## config.mk

```make
export PLATFORM = sky130hd
export DESIGN_NAME = ld_fifo_to_banks_flat
export DESIGN_NICKNAME = d
export VERILOG_FILES = /design/src/rtl/ld_fifo_to_banks_if.sv /design/src/rtl/ld_fifo_to_banks.sv /design/src/flat_wrapper.sv
export SDC_FILE = /design/constraint.sdc
export NUM_CORES = 1
export LEC_CHECK = 0
export CORE_MARGIN = 2
export CORE_UTILIZATION = 30
export DETAILED_ROUTE_END_ITERATION = 12
export PLACE_DENSITY = 0.53
export REMOVE_ABC_BUFFERS = 1
export SYNTH_ARGS = -nofsm -noshare
export SYNTH_HDL_FRONTEND = slang
export SYNTH_SLANG_ARGS = --single-unit
```

## constraint.sdc

```tcl
create_clock -name clk -period 4.33 [get_ports clk]
set_clock_uncertainty 0.15 [all_clocks]
set_input_delay 1.0825 -clock clk [delete_from_list [all_inputs] [get_ports clk]]
set_output_delay 1.0825 -clock clk [all_outputs]
set_load 0.005 [all_outputs]
```

## src/rtl/ld_fifo_to_banks_if.sv

```systemverilog
// Handshake and bank-write bundle between a load FIFO, the tile
// scatter block and the bank group of the convolution core.
// slave  : the scatter block itself.
// master : the surrounding environment (FIFO, controller, banks).
interface ld_fifo_to_banks_if #(
  parameter int AW       = 16,
  parameter int DW       = 32,
  parameter int BANK_NUM = 4
);
  logic                start;
  logic                done;
  logic                busy;
  logic                fifo_pop;
  logic                fifo_empty;
  logic [DW-1:0]       data_from_fifo;
  logic [BANK_NUM-1:0] bank_wena;
  logic [AW-1:0]       bank_addr;
  logic [DW-1:0]       bank_wdata;

  modport slave (
    input  start, fifo_empty, data_from_fifo,
    output done, busy, fifo_pop, bank_wena, bank_addr, bank_wdata
  );

  modport master (
    output start, fifo_empty, data_from_fifo,
    input  done, busy, fifo_pop, bank_wena, bank_addr, bank_wdata
  );
endinterface

```

## src/rtl/ld_fifo_to_banks.sv

```systemverilog
// Pop side of the load path: drains a load FIFO and scatters a
// channel-major tile (CH x ROW x COL words) over BANK_NUM banks.
// Channel ch -> bank ch % BANK_NUM, address (ch / BANK_NUM)*ROW*COL + pixel.
// Optional feature: define LD_FIFO_TO_BANKS_STAT_EN to add the 32-bit
// stall_cnt output (RUN cycles spent waiting on an empty FIFO).
module ld_fifo_to_banks #(
  parameter int AW       = 16,
  parameter int DW       = 32,
  parameter int CH       = 16,
  parameter int ROW      = 64,
  parameter int COL      = 16,
  parameter int BANK_NUM = 4
) (
  input  logic               clk,
  input  logic               rst,
  ld_fifo_to_banks_if.slave  bus
`ifdef LD_FIFO_TO_BANKS_STAT_EN
  ,
  output logic [31:0]        stall_cnt
`endif
);

  localparam int     RC      = ROW * COL;
  localparam int     TOTAL   = CH * RC;
  localparam longint TILE_L  = longint'(CH) * longint'(ROW) * longint'(COL);
  localparam int     PC_W    = $clog2(TOTAL + 1);
  localparam int     PIX_W   = (RC > 1) ? $clog2(RC) : 1;
  localparam int     BK_W    = (BANK_NUM > 1) ? $clog2(BANK_NUM) : 1;

  localparam logic [PC_W-1:0]  TOTAL_C  = PC_W'(TOTAL);
  localparam logic [PC_W-1:0]  POP_LAST = PC_W'(TOTAL - 1);
  localparam logic [PIX_W-1:0] PIX_LAST = PIX_W'(RC - 1);
  localparam logic [BK_W-1:0]  BK_LAST  = BK_W'(BANK_NUM - 1);
  localparam logic [AW-1:0]    BASE_INC = AW'(RC);

  // Every bank must be able to address its share of the tile.
  if ((TILE_L / BANK_NUM) > (longint'(1) << AW)) begin : g_aw_too_small
    $error("ld_fifo_to_banks: CH*ROW*COL/BANK_NUM exceeds 2^AW");
  end
  if ((CH % BANK_NUM) != 0) begin : g_ch_not_multiple
    $error("ld_fifo_to_banks: CH must be a multiple of BANK_NUM");
  end

  typedef enum logic [1:0] {IDLE, RUN, DRAIN, DONE} state_t;

  state_t            state_q, state_d;
  logic              pop;
  logic              start_acc;
  logic [PC_W-1:0]   pop_cnt;
  logic              vld_p0;
  logic [PIX_W-1:0]  pix_cnt;
  logic [BK_W-1:0]   bank_sel;
  logic [AW-1:0]     base;
  logic [BANK_NUM-1:0] wena_p1;
  logic [AW-1:0]       addr_p1;
  logic [DW-1:0]       wdata_p1;

  function automatic logic [BANK_NUM-1:0] onehot(input logic [BK_W-1:0] sel);
    onehot      = '0;
    onehot[sel] = 1'b1;
  endfunction

  assign start_acc = (state_q == IDLE) && bus.start;

  // FSM state register.
  always_ff @(posedge clk or negedge rst) begin
    if (!rst) state_q <= IDLE;
    else      state_q <= state_d;
  end

  // Next state and pop request; pop reacts to fifo_empty in the same cycle.
  always_comb begin
    state_d = state_q;
    pop     = 1'b0;
    case (state_q)
      IDLE:  if (bus.start) state_d = RUN;
      RUN: begin
        pop = !bus.fifo_empty && (pop_cnt < TOTAL_C);
        if (pop && (pop_cnt == POP_LAST)) state_d = DRAIN;
      end
      // The last word returns in the first DRAIN cycle; once it is gone
      // from the read stage, the final bank write is on the outputs.
      DRAIN: if (!vld_p0) state_d = DONE;
      DONE:  state_d = IDLE;
      default: state_d = IDLE;
    endcase
  end

  assign bus.fifo_pop   = pop;
  assign bus.busy       = (state_q != IDLE);
  assign bus.done       = (state_q == DONE);
  assign bus.bank_wena  = wena_p1;
  assign bus.bank_addr  = addr_p1;
  assign bus.bank_wdata = wdata_p1;

  // Pop counter: number of words requested from the FIFO in this tile.
  always_ff @(posedge clk or negedge rst) begin
    if (!rst)           pop_cnt <= '0;
    else if (start_acc) pop_cnt <= '0;
    else if (pop)       pop_cnt <= pop_cnt + 1'b1;
  end

  // ---- stage p0: FIFO read data valid one cycle after the pop ----
  always_ff @(posedge clk or negedge rst) begin
    if (!rst) vld_p0 <= 1'b0;
    else      vld_p0 <= pop;
  end

  // Scatter counters: pixel, then bank, then per-bank channel base.
  always_ff @(posedge clk or negedge rst) begin
    if (!rst) begin
      pix_cnt  <= '0;
      bank_sel <= '0;
      base     <= '0;
    end else if (start_acc) begin
      pix_cnt  <= '0;
      bank_sel <= '0;
      base     <= '0;
    end else if (vld_p0) begin
      if (pix_cnt == PIX_LAST) begin
        pix_cnt <= '0;
        if (bank_sel == BK_LAST) begin
          bank_sel <= '0;
          base     <= base + BASE_INC;
        end else begin
          bank_sel <= bank_sel + 1'b1;
        end
      end else begin
        pix_cnt <= pix_cnt + 1'b1;
      end
    end
  end

  // ---- stage p1: registered bank write, idle cycles give wena = 0 ----
  always_ff @(posedge clk or negedge rst) begin
    if (!rst) begin
      wena_p1  <= '0;
      addr_p1  <= '0;
      wdata_p1 <= '0;
    end else if (vld_p0) begin
      wena_p1  <= onehot(bank_sel);
      addr_p1  <= base + AW'(pix_cnt);
      wdata_p1 <= bus.data_from_fifo;
    end else begin
      wena_p1  <= '0;
    end
  end

`ifdef LD_FIFO_TO_BANKS_STAT_EN
  // Stall statistics: RUN cycles with pops outstanding but an empty FIFO.
  always_ff @(posedge clk or negedge rst) begin
    if (!rst)
      stall_cnt <= '0;
    else if (start_acc)
      stall_cnt <= '0;
    else if ((state_q == RUN) && bus.fifo_empty && (pop_cnt < TOTAL_C))
      stall_cnt <= stall_cnt + 32'd1;
  end
`endif

endmodule

```

## src/flat_wrapper.sv

```systemverilog
// flat-port wrapper written by rule: the top's interface ports become plain ports
module ld_fifo_to_banks_flat 
#(
  parameter int AW       = 16,
  parameter int DW       = 32,
  parameter int CH       = 16,
  parameter int ROW      = 64,
  parameter int COL      = 16,
  parameter int BANK_NUM = 4
)
  (clk, rst, bus_start, bus_fifo_empty, bus_data_from_fifo, bus_done, bus_busy, bus_fifo_pop, bus_bank_wena, bus_bank_addr, bus_bank_wdata);
  ld_fifo_to_banks_if #(.AW(AW), .DW(DW), .BANK_NUM(BANK_NUM)) bus_i ();
  input  logic clk;
  input  logic rst;
  input wire logic [$bits(bus_i.start)-1:0] bus_start;
  input wire logic [$bits(bus_i.fifo_empty)-1:0] bus_fifo_empty;
  input wire logic [$bits(bus_i.data_from_fifo)-1:0] bus_data_from_fifo;
  output wire logic [$bits(bus_i.done)-1:0] bus_done;
  output wire logic [$bits(bus_i.busy)-1:0] bus_busy;
  output wire logic [$bits(bus_i.fifo_pop)-1:0] bus_fifo_pop;
  output wire logic [$bits(bus_i.bank_wena)-1:0] bus_bank_wena;
  output wire logic [$bits(bus_i.bank_addr)-1:0] bus_bank_addr;
  output wire logic [$bits(bus_i.bank_wdata)-1:0] bus_bank_wdata;
  assign bus_i.start = bus_start;
  assign bus_i.fifo_empty = bus_fifo_empty;
  assign bus_i.data_from_fifo = bus_data_from_fifo;
  assign bus_done = bus_i.done;
  assign bus_busy = bus_i.busy;
  assign bus_fifo_pop = bus_i.fifo_pop;
  assign bus_bank_wena = bus_i.bank_wena;
  assign bus_bank_addr = bus_i.bank_addr;
  assign bus_bank_wdata = bus_i.bank_wdata;
  ld_fifo_to_banks #(.AW(AW), .DW(DW), .CH(CH), .ROW(ROW), .COL(COL), .BANK_NUM(BANK_NUM)) u_core (.clk(clk), .rst(rst), .bus(bus_i));
endmodule
```

## Word-level counts from Yosys, hierarchy flattened

Index checks and enable logic that the tools add are counted.

- $add $sub $neg: 5
- Magnitude comparators: 3
- Equality and inequality tests: 9
- Muxes and demuxes: 21
- Reductions and logical operators: 14

Operator list:

| kind | number |
|---|---|
| $mux W16 | 4 |
| $mux W10 | 3 |
| $mux W15 | 2 |
| $add A16 B10 Y16 | 1 |
| $add A16 B11 Y16 const B | 1 |
| $add A15 B1 Y15 const B | 1 |
| $eq A15 B14 Y1 const B | 1 |
| $lt A15 B15 Y1 const B | 1 |
| $mux W2 | 7 |
| $add A10 B1 Y10 const B | 1 |
| $eq A10 B10 Y1 const B | 1 |
| $reduce_bool A2 Y1 | 5 |
| $pmux W2 S4 | 1 |
| $eq A2 B2 Y1 const B | 3 |
| $reduce_and A3 Y1 | 2 |
| $logic_and A1 B1 Y1 | 4 |
| $mux W4 | 1 |
| $ne A2 B2 Y1 const B | 2 |
| $lt A2 B3 Y1 const B | 1 |
| $add A2 B1 Y2 const B | 1 |
| $demux W1 S2 | 1 |
| $eq A2 B1 Y1 const B | 1 |
| $ge A2 B1 Y1 const B | 1 |
| $logic_not A2 Y1 | 1 |
| 4 further kinds | 5 |

- Flip-flop bits (word level): 98
- Input bits: 36

## Logic depth before layout (Yosys ltp)

- Word-level depth: 5
- Gate-level depth with buffers: 7

## Worst setup path before layout

OpenSTA, ideal clock, no wires.

- Path kind: input-to-output
- From: in bus_fifo_empty
- To: out bus_fifo_pop
- Arrival: 1.669 ns
- Slack: 1.428 ns
- Cell stages on the path: 2
- Buffers on the path: 0
- Path through: or3b_1 inv_2

- Word-level cells in the longest chain between the ends: 3

Ends and longest elaborated chain:

| element | RTL line | text |
|---|---|---|
| start, declared | flat_wrapper.sv:16 | `input wire logic [$bits(bus_i.fifo_empty)-1:0] bus_fifo_empty;` |
| $logic_not A1 Y1 | ld_fifo_to_banks.sv:78 | `pop = !bus.fifo_empty && (pop_cnt < TOTAL_C);` |
| $logic_and A1 B1 Y1 | ld_fifo_to_banks.sv:78 |  |
| $mux W1 | ld_fifo_to_banks.sv:75 | `case (state_q)` |
| end, declared | flat_wrapper.sv:20 | `output wire logic [$bits(bus_i.fifo_pop)-1:0] bus_fifo_pop;` |

No other way between the ends.

## Worst setup path after layout

Same ends and word-level chain as after synthesis.

==> impl_metrics.py <==
metrics = {
    "clock_tree": {
        "cts-hold-fix-buffers": 0,
        "worstSkewPairLatency_ns": 0.34,
        "clock_tree.htree_level_count": 3,
        "clk_pin_slew_worst_paths_ns": 0.06,
        "tritoncts.num_buffers": 9,
        "cts_root_buf": "sky130_fd_sc_hd__clkbuf_16",
        "post_cts.resized_instances": 0,
        "cts_buffer_depth": 2,
        "post-cts-setup-buffer-count": 0,
        "clock_sinks": 88,
        "tritoncts": "yes",
    },
    "pwr": {
        "max-vdd-ir-drop_mv": 0.252,
        "p_per_area_mw_per_mm2": 438,
        "totalPowerFinal_w": 0.00230,
        "power.leakage_nw": 2.17,
    },
    "floorplan": {
        "die_height_um": 117,
        "core_mm2": 0.0126,
        "die_width_um": 117,
        "io_pins": 91,
        "initial_core_util_pct": 30.6,
        "area_of_the_die_mm2": 0.0137,
        "placementRows": 41,
    },
    "drt": {
        "drtIter0Drc": 87,
        "vias_per_cell": 4.64,
        "drt_pass1_iterations": 4,
        "route.final.wire_length_um": 7870,
        "route.antenna.remaining_nets": 0,
        "post_drt_wl_per_cell_um": 13.6,
        "post-route-drc-count": 0,
        "routed-via-count": 2684,
    },
    "finish": {
        "synthToLayoutAreaGrowth_pct": 37.1,
        "layout-drive-gt1-share_pct": 19.7,
        "non_filler_instances": 579,
        "fillCellCount": 1225,
        "diode_insertion_count_for_antenna_repair": 0,
        "design.final.nets": 451,
    },
    "global_route": {
        "maximum_number_of_pins_on_one_net_before_global_route_repair": 59,
        "grt_antenna_before_repair": 0,
        "number_of_global_route_vias_before_repair": 2735,
        "gr-usage-all-layers_pct": 12.3,
        "grt_pass1_wl_um": 13100,
        "grt.overflow.total": 0,
    },
    "sta": {
        "timing.final.setup_violations": 0,
        "finalCritPeriodShare_pct": 90.4,
        "tightest_slew_ns": 0.710,
        "max_clock_freq_mhz": 256,
        "fin_ws_ns": 0.417,
        "timing.setup.tns_ns": 0,
        "finalWorstPathRequiredPeriod_ns": 3.91,
        "final_hold_viol_count": 0,
        "final-max-slew-violation-count": 0,
        "timing.max_slew.rel_slack_pct": 52.7,
        "grt_setup_unrepaired": "no",
    },
    "synth": {
        "compound_gate_portion_of_the_synthesized_area_pct": 4.40,
        "dominant_combinational_cell_family_by_area_after_synthesis": "multiplexers",
        "synth-simple-area-share_pct": 13.2,
        "netlist_area_mm2": 0.00384,
        "most_instantiated_flip_flop_cell_in_the_synthesis_netlist": "sky130_fd_sc_hd__dfrtp_1",
        "synth_area_leader_cell": "sky130_fd_sc_hd__dfrtp_1",
        "synth-seq-cells": 88,
        "synth.mux.area_fraction_pct": 15.4,
        "synth_sequential_area_ratio_pct": 57.3,
        "synth_enable_flop_cells": 0,
        "synthesis.yosys.warnings": 0,
        "share_of_synthesized_cell_area_in_full_adder_half_adder_and_majority_cells_pct": 3.91,
        "postSynthAreaPerCell_um2": 12.4,
        "synth_cell_type_count": 41,
        "synth_top_area_share_pct": 57.3,
        "post_synthesis_cells": 309,
        "ys_top_cells_by_area": "sky130_fd_sc_hd__dfrtp_1, sky130_fd_sc_hd__mux2_2, sky130_fd_sc_hd__ha_1",
        "synthXorXnorAreaFrac_pct": 3.65,
        "synth-async-reset-ratio_pct": 100,
    },
    "critical_path": {
        "criticalPathCategory": "primary input to primary output",
        "crit-reg2reg-launch": "u_core.state_q[1]$_DFFE_PN0P_",
        "critPathMaxFanout": 11,
        "worstSetupEndpointType": "primary output",
        "crit_arrival_ns": 2.68,
        "worst_r2r_endpoint": "u_core.pop_cnt[10]$_DFFE_PN0P_",
        "reg2regPathDepth": 7,
        "setup.reg_to_reg.worst_slack_ns": 1.98,
        "timing.critical_path.from_type": "primary input",
        "critical_path_required_time_ns": 3.10,
    },
    "worst_hold_path": {
        "worstHoldPathCells": 1,
        "worstHoldPathType": "flop to flop",
        "worstHoldStart": "u_core.bus.bank_wdata[28]$_DFFE_PN0P_",
        "min_to": "u_core.bus.bank_wdata[28]$_DFFE_PN0P_",
    },
    "placed_design": {
        "port-buffer-count": 90,
        "dp_slack_ns": 0.416,
        "detailed_place_hpwl_um": 5370,
        "globalplace.congestion": 0.739,
        "place.detailed.instances": 564,
    },
    "run": {
        "drv.max_cap_violation_count": 0,
    },
    "run_status": {
        "run_status": "completed",
    },
}
[stage by stage]
stage / cell area (um^2) / utilization [%] / hold WS (ns)
finish: 5260 / 41.9 / 0.353
global route: 5260 / 41.9 / 0.371
CTS: 5260 / 41.9 / 0.358
detailed placement: 4940 / 39.3 / 0.344
global placement: 4940 / 39.3 / 0.337
floorplan: 3800 / - / 0.323
[layout by cell type (no fill, tap or decap), types with 8 or more instances in the layout]
cell / n
sky130_fd_sc_hd__clkdlybuf4s50_1: 89
sky130_fd_sc_hd__nor2_1: 23
sky130_fd_sc_hd__nand3_1: 9
sky130_fd_sc_hd__xnor2_1: 10
sky130_fd_sc_hd__mux2_2: 50
sky130_fd_sc_hd__clkbuf_16: 9
sky130_fd_sc_hd__a21oi_1: 13
sky130_fd_sc_hd__ha_1: 12
sky130_fd_sc_hd__nand2_1: 17
sky130_fd_sc_hd__inv_1: 9
sky130_fd_sc_hd__dfrtp_1: 87
sky130_fd_sc_hd__nor3_1: 8
[synth_stat cells (2+ instances only)]
cell / number
sky130_fd_sc_hd__or3_1: 4
sky130_fd_sc_hd__and2_1: 6
sky130_fd_sc_hd__a21oi_1: 13
sky130_fd_sc_hd__inv_1: 9
sky130_fd_sc_hd__dfrtp_1: 88
sky130_fd_sc_hd__clkbuf_1: 5
sky130_fd_sc_hd__nor4_1: 4
sky130_fd_sc_hd__mux2i_1: 3
sky130_fd_sc_hd__and3_1: 2
sky130_fd_sc_hd__o21ai_0: 4
sky130_fd_sc_hd__buf_1: 5
sky130_fd_sc_hd__nand2_1: 17
sky130_fd_sc_hd__xnor2_1: 10
sky130_fd_sc_hd__ha_1: 12
sky130_fd_sc_hd__and4_1: 2
sky130_fd_sc_hd__nand3_1: 9
sky130_fd_sc_hd__xor2_1: 6
sky130_fd_sc_hd__nand4_1: 6
sky130_fd_sc_hd__a31o_2: 2
sky130_fd_sc_hd__nor2_1: 23
sky130_fd_sc_hd__o31ai_1: 2
sky130_fd_sc_hd__nand4_2: 2
sky130_fd_sc_hd__nor3_1: 8
sky130_fd_sc_hd__mux2_2: 50
[how the worst max path moves through the flow]
stage / start / slack [ns] / to
2_1_floorplan: u_core.vld_p0$_DFF_PN0_ / 1.41 / u_core.base[14]$_DFFE_PN0P_
3_3_place_gp: bus_fifo_empty / 0.43 / bus_fifo_pop
3_5_place_dp: bus_fifo_empty / 0.42 / bus_fifo_pop
4_1_cts: bus_fifo_empty / 0.41 / bus_fifo_pop
5_1_grt: bus_fifo_empty / 0.33 / bus_fifo_pop
6_report: bus_fifo_empty / 0.42 / bus_fifo_pop
[critical path, cell delays in order]
cell and delay [ns]:
sky130_fd_sc_hd__clkdlybuf4s50_1 0.42, sky130_fd_sc_hd__or3b_1 0.45, sky130_fd_sc_hd__inv_2 0.20, sky130_fd_sc_hd__clkdlybuf4s50_1 0.53
[registers in the layout (all words and copies together) (netlist names)]
signal	flops
u_core.bank_sel	2
u_core.state_q	2
u_core.bus.bank_wdata	32
u_core.base	6
u_core.vld_p0	1
u_core.pop_cnt	15
u_core.pix_cnt	10
u_core.bus.bank_wena	4
u_core.bus.bank_addr	16
[report_power, final]
group | internal, W | switching, W | total [W] | leakage [nW]
sequential | 0.000945 | 0.000112 | 0.00106 | 1.01
combinational | 0.000252 | 0.000155 | 0.000406 | 1.00
clock | 0.000533 | 0.000307 | 0.000840 | 0.159
[cell type report]
| cell class | count | area, um^2 | area share (%) |
|---|---|---|---|
| multi-input combinational | 200 | 1560 | 29.6 |
| clock buffer | 12 | 256 | 4.87 |
| timing repair buffer | 94 | 928 | 17.6 |
| inverter | 10 | 37.5 | 0.713 |
| sequential | 88 | 2200 | 41.9 |
| clock inverter | 3 | 65.1 | 1.24 |
| tap | 172 | 215 | 4.09 |
[logic make-up after synthesis]
family,Yosys count
adders and majority gates,12
AOI/OAI and AO/OA,27
and+or+nand+nor,92
buffers and inverters,21
xor gates and xnor gates,16
muxes,53
DFF,88
[metal layers]
layer | track usage (%) | vias to the layer above | wire length, um
met3 | 3.81 | 9 | 424
met4 | 4.47 | 0 | 116
met5 | 0 | - | 0
li1 | - | 1271 | -
met2 | 19.5 | 68 | 3760
met1 | 16.0 | 1336 | 3570
(Power assumes the default switching activity.)
==> patch 1: new RTL, same flow settings <==
`ROW` is set to 64 in 2 places; all go to 128.
--- a/src/rtl/ld_fifo_to_banks.sv
+++ b/src/rtl/ld_fifo_to_banks.sv
@@ -7,7 +7,7 @@
   parameter int AW       = 16,
   parameter int DW       = 32,
   parameter int CH       = 16,
-  parameter int ROW      = 64,
+  parameter int ROW      = 128,
   parameter int COL      = 16,
   parameter int BANK_NUM = 4
 ) (
--- a/src/flat_wrapper.sv
+++ b/src/flat_wrapper.sv
@@ -4,7 +4,7 @@
   parameter int AW       = 16,
   parameter int DW       = 32,
   parameter int CH       = 16,
-  parameter int ROW      = 64,
+  parameter int ROW      = 128,
   parameter int COL      = 16,
   parameter int BANK_NUM = 4
 )
Behaviour: no difference found for any inputs over 10 cycles, from zero or initial values and one cycle with rst low; that may be too few to reach the edited logic, so the function may still have changed.
==> patch 1 against the original RTL <==
- routed wire length is 9.0% higher
- area after synthesis is 3.0% higher
- via count is 5.4% higher
- worst setup slack worse by 0.050 ns
- sequential cell count is 1 higher
- synthesized cell count is 6.8% higher
- critical endpoint unchanged
- critical path depth stayed put
- cell area is 2.5% higher
- maximum frequency is 1.3% lower
Power is not compared: it rests on default switching activity, and its combinational part moved more than twofold at a synthesized area within 25%.
==> patch 1: results <==
[layout]
bufAreaShareNonClock_pct = 17.4
final-clk-cell-share_pct = 6.36
signal_buffers = 95
multi_input_area_mm2 = 0.00163
nFillCells = 1254

[min_path]
min-delay-start = "u_core.bus.bank_addr[13]$_DFFE_PN0P_"
min_to = "u_core.bus.bank_addr[13]$_DFFE_PN0P_"

[detailed_routing]
routedWlPerCell_um = 14.3
drt_iter0_markers = 124
vias_per_cell = 4.72
routed_wl_um = 8580

[grt]
grt_max_degree = 45
grt_first_pass_wirelength_um = 15000

[synth]
synth_compound_area_share_pct = 4.43
synth-xor-area-share_pct = 3.54
ys_types = 39
yosysSeqAreaShare_pct = 56.3
synth.cells.most_frequent = "dfrtp_1, mux2_2, nand2_1"
syn_area_per_cell_um2 = 12.0
synthAdderAreaFrac_pct = 3.80

[placed_design]
dpl-instance-area_mm2 = 0.00505
dp_worst_setup_slack_ns = 0.351
dp_cells = 584
dp_hpwl_um = 5820

[worst_setup_path]
reg2reg_to = "u_core.pop_cnt[14]$_DFFE_PN0P_"
r2r_slack_ns = 1.73
worst_ep_arrival_time_ns = 2.73
path_max_fanout = 6

[clock_tree]
cts.sinks = 89

[sta]
slew_headroom_pct = 51.0
hold_ws_ns = 0.352

[status]
outcome = "finished, final reports clean"
[patch 1: cell types whose count changed after synthesis, moves of 3 or more]
cell / change
nand2_1: +9
nand4_1: +8
clkbuf_1: +7
buf_1: -5
a21oi_1: -3
a31oi_1: +3
nand2b_1: +3
nor3_1: -3
o211ai_1: +3
or4_1: +3
[patch 1: where the power goes]
| part | internal (mW) | switching (mW) |
|---|---|---|
| logic | 0.602 | 0.340 |
| registers | 1.05 | 0.151 |
| clock network | 0.576 | 0.318 |
| total | 2.22 | 0.809 |
[patch 1: metal layers]
layer / vias up / track usage [%] / part of all wire, % / routed length [um]
li1: 1354 / - / - / -
met5: - / 0 / 0 / 0
met2: 109 / 19.0 / 42 / 3560
met3: 8 / 8.43 / 12 / 1070
met1: 1358 / 16.9 / 45 / 3850
met4: 0 / 3.35 / 1.0 / 90
==> patch 2: new RTL, same settings <==
Made on the original files. Re-encode `state_t` (4 states) as one-hot, 4 bits wide.
--- a/src/rtl/ld_fifo_to_banks.sv
+++ b/src/rtl/ld_fifo_to_banks.sv
@@ -41,7 +41,7 @@
     $error("ld_fifo_to_banks: CH must be a multiple of BANK_NUM");
   end
 
-  typedef enum logic [1:0] {IDLE, RUN, DRAIN, DONE} state_t;
+  typedef enum logic [3:0] {IDLE = 4'b0001, RUN = 4'b0010, DRAIN = 4'b0100, DONE = 4'b1000} state_t;
 
   state_t            state_q, state_d;
   logic              pop;
Formal check against the unedited RTL: same outputs for any inputs over 10 cycles, from zero or initial values and one cycle with rst low; not proved beyond that.
==> patch 2 against the original RTL <==
- non-clock buffer count is 1 higher
- total power is 0.74% higher
- cell area is 3.2% higher
- worst setup slack better by 0.29 ns
- global-route usage is 0.41 points higher
- area after synthesis is 4.2% higher
- routed wire length is 9.8% higher
- sequential cell count is 2 higher
==> patch 2: results <==
[placed_design]
dp_worst_setup_slack_ns = 0.702
port_buffers = 90
dp_hpwl_um = 5970
place_congestion = 0.755

[clock_tree]
cts_resized = 0
cts_root_buffer = "clkbuf_16"
cts_buffers = 9
clkLatencyLatePin_ns = 0.35
post_cts_buffers = 0
cts_buffer_depth = 2

[detailed_routing]
drt_iter0_markers = 116
vias_per_cell = 4.65
dr.pass1.iters = 4
routedWlPerCell_um = 14.1

[layout]
nFillCells = 1282
n_antenna_cell = 0
drive_above_1_share_pct = 16.2
nets = 476
largest_register_ffs = 32

[sta]
hold_viol_final = 0
tightest_slew_ns = 0.590
fmax_mhz = 276

[grt]
grt_usage_pct = 12.7
grt_first_pass_wirelength_um = 14300
grt_pass1_vias = 2822
grt_max_degree = 49
antenna_found_initial = 0

[pwr]
vdd_drop_max_mv = 0.210
p_leak_nw = 2.25

[synth]
ys_types = 40
synth.cells.most_frequent = "dfrtp_1, mux2_2, nor2_1"
async_flop_share_pct = 100
yosysSeqAreaShare_pct = 56.3
synth_area_leaders = "dfrtp_1, mux2_2, a21oi_1, ha_1, nor2_1"
synth_edf_count = 0
yosys_warnings = 0

[worst_setup_path]
worst_ep_arrival_time_ns = 2.39
r2r_slack_ns = 2.01
path_max_fanout = 3

[status]
outcome = "finished, final reports clean"

[min_path]
worstHoldPathType = "reg -> reg"
==> patch 2: cell count changes in the layout (fill, tap and decap cells not counted), moves of 4 or more <==
cell     before  now
nor3_1        8    4
mux2_2       50   42
or3_1         4   10
ha_1         12    8
nand3_1       9   16
a21oi_1      13   23
o21ai_0       4   13
xor2_1        6   10
==> patch 2: logic make-up (layout without fill, tap and decap cells) <==
family	after synthesis	after routing	synth area share [%]
adder cells (fa/ha/maj)	8	8	2.50
other	1	1	0.0937
buffers and inverters	23	119	2.41
AO/OA/AOI/OAI	43	43	6.03
AND/OR/NAND/NOR	112	112	15.9
flip-flops	90	90	56.3
multiplexers	45	45	12.6
XOR/XNOR	19	19	4.16
==> patch 2: per-layer routing <==
layer / vias to the layer above / routed length (um) / global-route usage, %
li1: 1390 / - / -
met1: 1393 / 3970 / 16.5
met2: 54 / 4120 / 19.8
met3: 14 / 329 / 2.95
met4: 0 / 225 / 6.76
met5: - / 0 / 0
==> patch 2: final timing paths <==
path	start	end	cells after the start
max in group asynchronous	rst	u_core.state_q[0]$_DFFE_PN1P_	2
worst min register to register	u_core.bus.bank_wdata[25]$_DFFE_PN0P_	u_core.bus.bank_wdata[25]$_DFFE_PN0P_	1
worst max register to register	u_core.state_q[0]$_DFFE_PN1P_	u_core.bank_sel[0]$_DFFE_PN0P_	4
worst min-delay path	u_core.bus.bank_wdata[25]$_DFFE_PN0P_	u_core.bus.bank_wdata[25]$_DFFE_PN0P_	1
min in group asynchronous	rst	u_core.bus.bank_wdata[28]$_DFFE_PN0P_	1
worst max-delay path	bus_fifo_empty	bus_fifo_pop	5
==> patch 2: area by class of cell <==
cell class                 instances  area [um2]  share of cell area (%)
inverter                           8        30.0                   0.553
tap                              176         220                    4.05
clock inverter                     4        72.6                    1.34
sequential                        90        2250                    41.5
clock buffer                      12         267                    4.91
multi-input combinational        228        1650                    30.4
timing repair buffer              95         936                    17.2
==> patch 2: critical path, stage by stage <==
cell and delay, ns:
clkdlybuf4s50_1 0.42, nor2_1 0.16, nand2_1 0.12, inv_1 0.11
clkdlybuf4s50_1 0.50
==> patch 2: stage by stage <==
stage	utilization [%]	instance area, um2	hold slack, ns	instances
2_1_floorplan	-	3940	0.324	326
3_3_place_gp	38.8	5090	0.337	597
3_5_place_dp	38.8	5090	0.345	597
4_1_cts	41.3	5430	0.359	613
5_1_grt	41.3	5430	0.369	613
6_report	41.3	5430	0.355	613
==> patch 2: where the power goes <==
group / total (mW) / internal (mW) / switching (mW)
Combinational: 0.384 / 0.234 / 0.150
Clock: 0.878 / 0.552 / 0.326
Sequential: 1.06 / 0.953 / 0.106
Total: 2.32 / 1.74 / 0.582
